[config.mk]
export PLATFORM = sky130hd
export DESIGN_NAME = ysyx_25020037_scoreboard
export DESIGN_NICKNAME = d
export VERILOG_FILES = /design/src/rtl/ysyx_25020037_scoreboard.sv
export SDC_FILE = /design/constraint.sdc
export NUM_CORES = 1
export LEC_CHECK = 0
export ABC_AREA = 1
export BUFFER_PORTS_ARGS = -buffer_cell sky130_fd_sc_hd__buf_2
export CAP_MARGIN = 20
export CORE_MARGIN = 2
export CORE_UTILIZATION = 40
export DETAILED_ROUTE_END_ITERATION = 10
export PLACE_DENSITY_LB_ADDON = 0.05
export SLEW_MARGIN = 20
export SYNTH_ARGS = -nofsm -noshare
export SYNTH_HDL_FRONTEND = slang
export SYNTH_SLANG_ARGS = --single-unit
[constraint.sdc]
create_clock -name clk -period 10.2 [get_ports clk]
set_input_delay 3.06 -clock clk [delete_from_list [all_inputs] [get_ports clk]]
set_output_delay 3.06 -clock clk [all_outputs]
set_load 0.02 [all_outputs]
[src/rtl/ysyx_25020037_scoreboard.sv]
// Issue-hazard scheduler between IDU and EXU.
// Tracks in-flight GPR writers and outstanding loads per register. Issue is held
// on load-use hazards, per-register writer-count saturation, and for serializing
// instructions until the pipeline has drained. ALU hazards rely on EXU bypass.
module ysyx_25020037_scoreboard #(
  parameter int NR_REG = 16,
  parameter int CNT_W  = 2,
  parameter int INF_W  = 6
) (
  input  logic                      clk,
  input  logic                      rst,
  input  logic                      issue_valid,
  input  logic [$clog2(NR_REG)-1:0] issue_rs1,
  input  logic [$clog2(NR_REG)-1:0] issue_rs2,
  input  logic [$clog2(NR_REG)-1:0] issue_rd,
  input  logic                      issue_we,
  input  logic                      issue_is_load,
  input  logic                      issue_serial,
  input  logic                      redirect,
  output logic                      issue_ready,
  output logic                      issue_fire,
  input  logic                      load_done,
  input  logic [$clog2(NR_REG)-1:0] load_rd,
  input  logic                      wb_valid,
  input  logic [$clog2(NR_REG)-1:0] wb_rd,
  output logic [INF_W-1:0]          inflight,
  output logic                      drain_busy,
  output logic [31:0]               stall_cycles,
  output logic                      err_underflow
);

  localparam logic [CNT_W-1:0] CNT_MAX = '1;

  typedef enum logic {RUN, DRAIN} state_e;

  state_e             state_q;
  logic [CNT_W-1:0]   wr_cnt_q [NR_REG];
  logic [CNT_W-1:0]   wr_cnt_d [NR_REG];
  logic [CNT_W-1:0]   ld_cnt_q [NR_REG];
  logic [CNT_W-1:0]   ld_cnt_d [NR_REG];
  logic [INF_W-1:0]   inflight_q, inflight_d;
  logic [31:0]        stall_q;
  logic               err_q, err_d;

  logic               load_use, waw_sat, ser_block, hazard;
  logic               alloc, retire, ld_ret;
  logic [NR_REG-1:0]  wr_inc, wr_dec, ld_inc, ld_dec;

  // Hazard detection from the registered counters only (no same-cycle bypass)
  always_comb begin
    load_use  = 1'b0;
    if (issue_rs1 != '0 && ld_cnt_q[issue_rs1] != '0) load_use = 1'b1;
    if (issue_rs2 != '0 && ld_cnt_q[issue_rs2] != '0) load_use = 1'b1;
    waw_sat   = issue_we && (issue_rd != '0) && (wr_cnt_q[issue_rd] == CNT_MAX);
    ser_block = issue_serial && (inflight_q != '0);
    hazard    = load_use || waw_sat || ser_block;
  end

  assign issue_ready = !rst && !hazard;
  assign issue_fire  = issue_valid && issue_ready && !redirect;

  // x0 never allocates, retires or returns a load
  assign alloc  = issue_fire && issue_we && (issue_rd != '0);
  assign retire = wb_valid && (wb_rd != '0);
  assign ld_ret = load_done && (load_rd != '0);

  // One-hot per-register increment/decrement requests
  always_comb begin
    wr_inc = alloc  ? (NR_REG'(1) << issue_rd) : '0;
    ld_inc = (alloc && issue_is_load) ? (NR_REG'(1) << issue_rd) : '0;
    wr_dec = retire ? (NR_REG'(1) << wb_rd)   : '0;
    ld_dec = ld_ret ? (NR_REG'(1) << load_rd) : '0;
  end

  // Next-state counters: inc+dec cancels, decrement of zero holds and flags
  always_comb begin
    err_d      = err_q;
    inflight_d = inflight_q;
    for (int r = 0; r < NR_REG; r++) begin
      wr_cnt_d[r] = wr_cnt_q[r];
      ld_cnt_d[r] = ld_cnt_q[r];
      if (wr_inc[r] && !wr_dec[r]) begin
        wr_cnt_d[r] = wr_cnt_q[r] + CNT_W'(1);
      end else if (!wr_inc[r] && wr_dec[r]) begin
        if (wr_cnt_q[r] == '0) err_d = 1'b1;
        else                   wr_cnt_d[r] = wr_cnt_q[r] - CNT_W'(1);
      end
      if (ld_inc[r] && !ld_dec[r]) begin
        ld_cnt_d[r] = ld_cnt_q[r] + CNT_W'(1);
      end else if (!ld_inc[r] && ld_dec[r]) begin
        if (ld_cnt_q[r] == '0) err_d = 1'b1;
        else                   ld_cnt_d[r] = ld_cnt_q[r] - CNT_W'(1);
      end
    end
    if (alloc && !retire) begin
      if (inflight_q != '1) inflight_d = inflight_q + INF_W'(1);
    end else if (!alloc && retire) begin
      if (inflight_q == '0) err_d = 1'b1;
      else                  inflight_d = inflight_q - INF_W'(1);
    end
  end

  // Counter, error and perf state registers
  always_ff @(posedge clk) begin
    if (rst) begin
      for (int r = 0; r < NR_REG; r++) begin
        wr_cnt_q[r] <= '0;
        ld_cnt_q[r] <= '0;
      end
      inflight_q <= '0;
      err_q      <= 1'b0;
      stall_q    <= '0;
    end else begin
      for (int r = 0; r < NR_REG; r++) begin
        wr_cnt_q[r] <= wr_cnt_d[r];
        ld_cnt_q[r] <= ld_cnt_d[r];
      end
      inflight_q <= inflight_d;
      err_q      <= err_d;
      if (issue_valid && !issue_ready && !redirect) stall_q <= stall_q + 32'd1;
    end
  end

  // RUN/DRAIN FSM: a serializing instruction waits in DRAIN until it issues or is squashed
  always_ff @(posedge clk) begin
    if (rst) begin
      state_q <= RUN;
    end else begin
      case (state_q)
        RUN:     if (issue_valid && issue_serial && (inflight_q != '0) && !redirect)
                   state_q <= DRAIN;
        DRAIN:   if (issue_fire || redirect)
                   state_q <= RUN;
        default: state_q <= RUN;
      endcase
    end
  end

  assign inflight      = inflight_q;
  assign drain_busy    = (state_q == DRAIN);
  assign stall_cycles  = stall_q;
  assign err_underflow = err_q;

endmodule

==> results of run 1 <==
==> layer usage <==
layer  global-route usage  share of wire  vias up
li1                     -              -     4311
met1               0.2931           0.50     3583
met4              0.06058          0.019        0
met3              0.02377          0.030       22
met2               0.3553           0.45      109
met5                    0              0        -
==> Yosys cell counts (3+ instances only) <==
cell,instances,area (µm²)
o21ai_0,21,105.1
a21oi_1,56,280.3
inv_1,225,844.6
ha_1,71,888.4
or2_2,11,68.82
nand4_2,9,112.6
nand4_1,40,250.2
buf_2,10,50.05
clkbuf_1,17,63.81
xnor2_1,12,105.1
xor2_1,23,201.4
nor3_1,47,235.2
o21ai_1,6,30.03
nand2_1,287,1077
a31oi_1,8,50.05
nor2_1,163,611.8
dfxtp_1,104,2082
a211oi_1,61,457.9
o22ai_1,5,31.28
nor4_1,3,18.77
nand3_1,90,450.4
buf_4,4,30.03
==> flip-flops by register name (all words and copies together) (netlist names) <==
signal and count:
err_underflow 1, wr_cnt_q 32, stall_cycles 32, inflight 6
drain_busy 1, ld_cnt_q 32
==> final cells by class <==
type	count	share of cell area
Multi-Input combinational cell	936	0.5668
Clock inverter	5	0.006999
Inverter	227	0.09373
Timing Repair Buffer	73	0.04089
Clock buffer	10	0.02621
Sequential cell	104	0.2284
Tap cell	270	0.03705
==> cell usage in the layout, fill, tap and decap left out, types with 2 or more instances in the layout <==
master	synthesis	routed
a211oi_1	61	61
a21oi_1	56	56
a22o_1	2	2
a311oi_1	2	2
a31oi_1	8	8
buf_2	10	70
buf_4	4	3
clkbuf_16	0	9
conb_1	2	8
dfxtp_1	104	104
ha_1	71	71
inv_1	225	225
inv_6	0	2
nand2_1	287	286
nand3_1	90	90
nand4_1	40	40
nand4_2	9	9
nor2_1	163	162
nor2_2	1	2
nor3_1	47	47
nor3b_1	2	2
nor4_1	3	3
o21ai_0	21	21
o21ai_1	6	6
o22ai_1	5	5
or2_2	11	11
xnor2_1	12	12
xor2_1	23	23
==> critical path: cells and delay by family <==
| kind | cells | cell delay, ns |
|---|---|---|
| AO/OA/AOI/OAI | 1 | 0.77 |
| buffers and inverters | 3 | 0.92 |
| AND/OR/NAND/NOR | 3 | 0.74 |
==> through the flow <==
stage               std cells  area, µm²  utilization
floorplan                1301       8262            -
global placement         1610       8812       0.4355
detailed placement       1610       8812       0.4355
CTS                      1625       9115       0.4505
global route             1625       9117       0.4506
finish                   1625       9117       0.4506
==> report_power, final <==
part	internal [mW]	switching, mW
Sequential	0.419	0.0154
Clock	0.199	0.173
Combinational	0.0676	0.136
Total	0.685	0.324
==> worst max-delay path by stage <==
stage                 endpoint  slack (ns)  depth (start not counted)
detailed placement  issue_fire        1.67                          7
global placement    issue_fire        1.73                          7
finish              issue_fire        1.63                          7
CTS                 issue_fire        1.67                          7
floorplan           issue_fire        2.91                          9
global route        issue_fire        1.46                          7
==> logic make-up after synthesis <==
logic type                 synth area share
AOI/OAI and AO/OA                    0.1221
xor gates and xnor gates            0.03721
adders and majority gates            0.1115
buffers and inverters                0.1235
DFF                                  0.2527
other                             0.0009115
and+or+nand+nor                      0.3522
==> metrics.cfg, run 1 <==
[clock_network]
post_cts_resized=0
cts_sinks=104
cts_tree=done
hold_buffers=0
clkTransAtPathRegs_ns=0.07
cts_buffers=9
clock_path_buffers=2
root_buffer=clkbuf_16
clk_latency_ns=0.36
post-cts-setup-buffer-count=0
htree_levels=3

[global_route]
grt_pass1_vias=7437
antenna_found_initial=0
grt_max_degree=77
grt_overflow=0
track_usage=0.2136
grt_pass1_wl_um=37450

[layout]
regArea_um2=2082
multiInputGateArea_um2=5167
layout.nets=1452
layout-drive-gt1-share=0.08708
area_growth_pct=10.66
diodes=0
fillCellCount=2211

[logic_synthesis]
synth_edf_count=0
synthArstFlopShare=0
synthCells=1295
ys_types=39
ys.flop_type=dfxtp_1
yosysSeqAreaShare=0.2527
synth_seq_cells=104
avgSynthCellArea_um2=6.362
yosysWarnings=0
syn_area_um2=8239

[routing]
drc=0
post_drt_wl_per_cell_um=13.96
vias=8025
routed_wl_um=22680
via_per_inst=4.938
postRouteAntennaNets=0
drtIter0Drc=392
drt-pass1-iter-count=5

[setup_path]
worstPathCellList=buf_2 -> inv_1 -> a21oi_2 -> nand3_2 -> nand3_4 -> nor2_4 -> buf_2
cp-start-kind=primary input
max_stage_delay_ns=0.77
cp.arrival_ns=5.51
crit_required_ns=7.14
crit_type=primary input to output pin
r2r_end=inflight[5]$_SDFFE_PP0P_
critPathLaunch=issue_rd[3]
crit_path_end_kind=output pin
reg2reg_depth=20
slowest_stage=a21oi_2
cpMostUsedCell=buf_2
crit_fanout=36
r2r_slack_ns=5.87
r2r_start=inflight[0]$_SDFFE_PP0P_

[run_status]
status=complete, no violations

[floorplanning]
fp-row-count=52
core_area_um2=20230
start_util=0.4072
die_h_um=147.5
die_w_um=147.5
die_area_um2=21760
io_pins=71

[power]
power.density_nw_per_um2=110.7
cellLeakagePower_nw=4.167
vdd_drop_max_mv=0.06706
p_total_mw=1.009

[placement]
gp_congestion=0.8316
pre_cts_ws_ns=1.670
hpwl_um=17650
io_buffers=70

[timing]
timing.final.ws_setup_ns=1.634
tightest_slew_ns=0.9478
slew_headroom=0.3681
max_freq_mhz=116.7
finalCriticalPeriod_ns=8.566
finalHoldViolCount=0
fin_tns_setup_ns=0
clock_skew_ns=0.01415
hold_ws_ns=0.4746
rsz0062_at_grt=no
finalMaxSlewViolations=0
finalCritPeriodShare=0.8398
finalSetupViolCount=0

[job]
drv_cap=0

[hold_path]
min_to=drain_busy$_SDFF_PP0_
hp-start=drain_busy$_SDFF_PP0_
hold_depth=1
hold_path.class=register to register

Note: power is estimated with default switching activity, not from simulation.
==> run 2, diff against run 1 <==
==> constraint.sdc (replaced) <==
create_clock -name clk -period 7.4 [get_ports clk]
set_input_delay 2.22 -clock clk [delete_from_list [all_inputs] [get_ports clk]]
set_output_delay 2.22 -clock clk [all_outputs]
set_load 0.02 [all_outputs]
==> metrics.cfg, run 2 (synthesized netlist as in run 1, its figures left out) <==
[run_status]
status=complete, no violations

[floorplanning]
io_pins=71  ; unchanged
die_w_um=147.5  ; unchanged
die_area_um2=21760  ; unchanged
fp-row-count=52  ; unchanged
core_area_um2=20230  ; unchanged
die_h_um=147.5  ; unchanged
start_util=0.4072  ; unchanged

[power]
vdd_drop_max_mv=0.1041  ; +55%
pwr-share-seq=0.436  ; +0.006
power_switching_mw=0.4646  ; +43%
p_comb_frac=0.207  ; +0.006
p_total_mw=1.373  ; +36%
sw_frac_of_total=0.3384  ; +0.01695
power.density_nw_per_um2=150.4  ; +36%
cellLeakagePower_nw=4.169  ; about the same
pwr-share-clk=0.358  ; -0.010
internal_power_mw=0.9085  ; +33%

[placement]
io_buffers=70  ; unchanged
dpl.cell_count=1613  ; +0.19%
gp_congestion=0.8431  ; +1.4%
hpwl_um=17820  ; +0.94%
place_area_um2=8835  ; +0.26%

[hold_path]
min_to=drain_busy$_SDFF_PP0_
hp-start=drain_busy$_SDFF_PP0_
hold_path.class=register to register
hold_depth=1  ; unchanged

[timing]
finalHoldViolCount=0  ; unchanged
finalSetupViolCount=0  ; unchanged
tightest_slew_ns=0.9467  ; -0.001039 ns
slew_headroom=0.3688  ; +0.0006920
fin_tns_setup_ns=0  ; unchanged
finalMaxSlewViolations=0  ; unchanged
rsz0062_at_grt=no
max_freq_mhz=156.1
finalCritPeriodShare=0.8658
finalCriticalPeriod_ns=6.407
clock_skew_ns=0.009905  ; -0.004246 ns

[clock_network]
clkTransAtPathRegs_ns=0.08  ; about the same
cts_sinks=104  ; unchanged
post-cts-setup-buffer-count=0  ; unchanged
cts_buffers=9  ; unchanged
clock_path_buffers=2  ; unchanged
hold_buffers=0  ; unchanged
cts_tree=done
htree_levels=3  ; unchanged
clk_latency_ns=0.36  ; about the same
root_buffer=clkbuf_16
post_cts_resized=0  ; unchanged

[setup_path]
crit_type=primary input to output pin
slowest_stage=buf_4
cp.arrival_ns=4.19  ; -1.32 ns
crit_fanout=35  ; -2.8%
cp.depth=11  ; +4
crit_path_end_kind=output pin
r2r_end=inflight[5]$_SDFFE_PP0P_
crit_required_ns=5.18  ; -1.96 ns
cp-start-kind=primary input
worstPathCellList=buf_2 -> inv_2 -> nand2_1 -> nor2_1 -> a21oi_2 -> buf_4 -> nand3_2 -> nand3_4 -> buf_4 -> inv_1 -> buf_2
r2r_slack_ns=3.26  ; -2.61 ns
path_buf_inv=6  ; +3
r2r_start=inflight[0]$_SDFFE_PP0P_
max_stage_delay_ns=0.37  ; -0.40 ns
crit_family=buffers and inverters
reg2reg_depth=21  ; +5.0%

[layout]
area_growth_pct=10.78
fillCellCount=2221  ; +0.45%
stdcell_count=1629  ; +0.25%
layout.nets=1455  ; +0.21%
fin_area_um2=9128  ; +0.11%
regArea_um2=2082  ; unchanged
layout-drive-gt1-share=0.08977  ; +0.002687
final_common_cell=nand2_1
final_util=0.4511  ; +0.0004940
diodes=0  ; unchanged
mostFrequentLayoutCells=nand2_1 (286), inv_1 (225), nor2_1 (162), dfxtp_1 (104), nand3_1 (90)
multiInputGateArea_um2=5167  ; unchanged

[routing]
drc=0  ; unchanged
vias=8123  ; +1.2%
routed_wl_um=23170  ; +2.2%
via_per_inst=4.986  ; +0.97%
postRouteAntennaNets=0  ; unchanged
post_drt_wl_per_cell_um=14.22  ; +1.9%
drt-pass1-iter-count=5  ; unchanged
drtIter0Drc=510  ; +30%

[global_route]
grt_pass1_wl_um=37790  ; +0.92%
grt_overflow=0  ; unchanged
grt_pass1_vias=7278  ; -2.1%
track_usage=0.2160  ; +0.002398
antenna_found_initial=0  ; unchanged
grt_max_degree=77  ; unchanged

[job]
drv_cap=0  ; unchanged

## run 2: worst max path at each step
stage	slack, ns	start	end
5_1_grt	0.82	issue_rd[0]	issue_ready
3_5_place_dp	1.00	issue_rd[0]	issue_ready
4_1_cts	1.01	issue_rd[0]	issue_ready
3_3_place_gp	1.05	issue_rd[0]	issue_ready
2_1_floorplan	1.79	issue_rd[1]	issue_fire
6_report	0.99	issue_rd[0]	issue_ready
## run 2: area by class of cell
class	instances	share of cell area
multi-input combinational	936	0.5661
sequential	104	0.2281
inverter	227	0.09363
timing repair buffer	76	0.04332
tap	270	0.03701
clock buffer	9	0.02467
clock inverter	7	0.007128
## run 2: worst register-to-register path: cells and delay by family, from the launching register on
kind	cells	cell delay (ns)
flip-flops	1	0.38
XOR/XNOR	1	0.15
AO/OA/AOI/OAI	3	0.47
adder cells (fa/ha/maj)	2	0.71
buffers and inverters	3	0.47
AND/OR/NAND/NOR	12	1.90
## run 2: per-stage QoR
stage	hold slack, ns	worst slack [ns]
4_1_cts	0.4696	1.012
2_1_floorplan	0.4492	1.795
5_1_grt	0.4967	0.8216
3_3_place_gp	0.4732	1.048
6_report	0.4680	0.9932
3_5_place_dp	0.4583	1.004
## run 2: per-layer routing
layer,GRT usage,part of all wire,up-vias
met1,0.3031,0.51,3663
li1,-,-,4327
met4,0.05769,0.015,0
met2,0.3544,0.45,113
met3,0.02191,0.027,20
met5,0,0,-
## run 2: power by group through the flow
stage          sequential, mW  clock [mW]  combinational [mW]
2_1_floorplan           0.628           0               0.187
3_3_place_gp            0.612           0               0.279
3_5_place_dp            0.612           0               0.282
4_1_cts                 0.599       0.510               0.283
5_1_grt                 0.602       0.530               0.321
6_report                0.598       0.491               0.284
==> run 3, diff against run 2 <==
--- a/config.mk
+++ b/config.mk
@@ -12,6 +12,7 @@
 export CORE_UTILIZATION = 40
 export DETAILED_ROUTE_END_ITERATION = 10
 export PLACE_DENSITY_LB_ADDON = 0.05
+export RECOVER_POWER = 100
 export SLEW_MARGIN = 20
 export SYNTH_ARGS = -nofsm -noshare
 export SYNTH_HDL_FRONTEND = slang
==> metrics.cfg, run 3 (synthesized netlist as in run 1, its figures left out) <==
[setup_path]
cp.arrival_ns=4.35  ; +0.16 ns
crit_fanout=35  ; unchanged
slowest_stage=buf_4
crit_path_end_kind=output pin
max_stage_delay_ns=0.39  ; +0.02 ns
worstPathCellList=buf_2 -> inv_1 -> nand2_1 -> nor2_1 -> a21oi_2 -> buf_4 -> nand3_1 -> nand3_1 -> buf_4 -> inv_1 -> clkbuf_1
cp-start-kind=primary input
crit_required_ns=5.18  ; about the same
crit_type=primary input to output pin

[global_route]
grt_util_met1=0.3031  ; unchanged
antenna_found_initial=0  ; unchanged
grt_overflow=0  ; unchanged
busiest_layer=met2
grt_pass1_wl_um=37790  ; unchanged
grtUsageMet2=0.3544  ; unchanged
met3_usage=0.02191  ; unchanged
grt_pass1_vias=7278  ; unchanged
grt_max_degree=77  ; unchanged
track_usage=0.2160  ; unchanged

[run_status]
status=complete, no violations

[clock_network]
hold_buffers=0  ; unchanged
clock_path_buffers=2  ; unchanged
clk_latency_ns=0.36  ; about the same
cts_buffers=9  ; unchanged
htree_levels=3  ; unchanged
root_buffer=clkbuf_16
cts_tree=done
cts_sinks=104  ; unchanged
post_cts_resized=0  ; unchanged
post-cts-setup-buffer-count=0  ; unchanged
clkTransAtPathRegs_ns=0.08  ; about the same

[timing]
finalHoldViolCount=0  ; unchanged
timing.final.ws_setup_ns=0.8330  ; -0.1602 ns
finalMaxSlewViolations=0  ; unchanged
finalCritPeriodShare=0.8874  ; +0.02165
rsz0062_at_grt=no
tightest_slew_ns=1.113  ; +0.1659 ns
hold_ws_ns=0.4721  ; +0.004135 ns
finalCriticalPeriod_ns=6.567  ; +0.1602 ns
fin_tns_setup_ns=0  ; unchanged
clock_skew_ns=0.01053  ; +0.0006234 ns
slew_headroom=0.2564  ; -0.1124
finalSetupViolCount=0  ; unchanged
max_freq_mhz=152.3  ; -2.4%

[placement]
gp_congestion=0.8431  ; unchanged
hpwl_um=17820  ; unchanged
io_buffers=70  ; unchanged
place_area_um2=8835  ; unchanged
pre_cts_ws_ns=1.004  ; unchanged

[power]
pwr-share-clk=0.360  ; +0.002
sw_frac_of_total=0.3387  ; about the same
power.density_nw_per_um2=151.8  ; +0.90%
p_comb_frac=0.201  ; -0.006
vdd_drop_max_mv=0.1034  ; -0.65%
power_switching_mw=0.4623  ; -0.50%
cellLeakagePower_nw=3.935  ; -5.6%
internal_power_mw=0.9028  ; -0.63%
pwr-share-seq=0.439  ; +0.003

[routing]
routed_wl_um=23240  ; +0.32%
drtIter0Drc=454  ; -11%
vias=8145  ; +0.27%
post_drt_wl_per_cell_um=14.27  ; +0.32%
drc=0  ; unchanged
drt-pass1-iter-count=7  ; +2
via_per_inst=5.000  ; +0.27%
postRouteAntennaNets=0  ; unchanged

[floorplanning]
core_area_um2=20230  ; unchanged
start_util=0.4072  ; unchanged
die_area_um2=21760  ; unchanged
die_h_um=147.5  ; unchanged
fp-row-count=52  ; unchanged
die_w_um=147.5  ; unchanged
io_pins=71  ; unchanged

[layout]
layout.nets=1455  ; unchanged
mostFrequentLayoutCells=nand2_1 (287), inv_1 (226), nor2_1 (162), dfxtp_1 (104), nand3_1 (92)
fillCellCount=2260  ; +1.8%
layout-drive-gt1-share=0.04783  ; -0.04194
final_common_cell=nand2_1
area_growth_pct=9.157
fin_area_um2=8994  ; -1.5%
diodes=0  ; unchanged

[hold_path]
hold_path.class=register to register

[job]
drv_cap=0  ; unchanged

## run 3: cell count changes in the layout (fill, tap and decap cells not counted), sizes merged
cell,previous run,this run
buf,76,32
clkbuf,9,53
## run 3: final timing paths
check                                               from                  endpoint  slack [ns]  cells past startpoint
worst max-delay path                         issue_rd[0]               issue_ready        0.83                     11
worst min register to register     drain_busy$_SDFF_PP0_     drain_busy$_SDFF_PP0_        0.47                      1
worst min-delay path               drain_busy$_SDFF_PP0_     drain_busy$_SDFF_PP0_        0.47                      1
worst max register to register  inflight[0]$_SDFFE_PP0P_  inflight[5]$_SDFFE_PP0P_        3.26                     21
## run 3: power groups by stage
stage                     sequential [mW]  combinational, mW  clock (mW)
after global placement              0.612              0.279           0
after floorplan                     0.628              0.187           0
after detailed placement            0.612              0.282           0
after CTS                           0.599              0.283       0.510
after global routing                0.603              0.312       0.530
final                               0.599              0.275       0.491
## run 3: stage by stage
stage,power [mW],instances,utilization
after floorplan,0.8150,1301,-
after global placement,0.8916,1613,0.4366
after detailed placement,0.8939,1613,0.4366
after CTS,1.392,1629,0.4510
after global routing,1.445,1629,0.4445
final,1.365,1629,0.4445
## run 3: layer usage
metal / up-vias / share of wire
li1: 4326 / -
met2: 124 / 0.45
met1: 3675 / 0.50
met5: - / 0
met4: 0 / 0.015
met3: 20 / 0.030
## run 3: worst max-delay path: cells and delay by family
family	cells	cell delay [ns]
buffers and inverters	6	1.48
AND/OR/NAND/NOR	4	0.52
AO/OA/AOI/OAI	1	0.11
## run 3: layout make-up
cell class              count  area (µm²)  share of cell area
clock buffers               9       225.2             0.02504
clock inverters             7       65.06            0.007234
inverters                 227       854.6             0.09502
multi-input cells         936        5091              0.5661
flip-flops and latches    104        2082              0.2315
well taps                 270       337.8             0.03756
repair buffers             76       337.8             0.03756
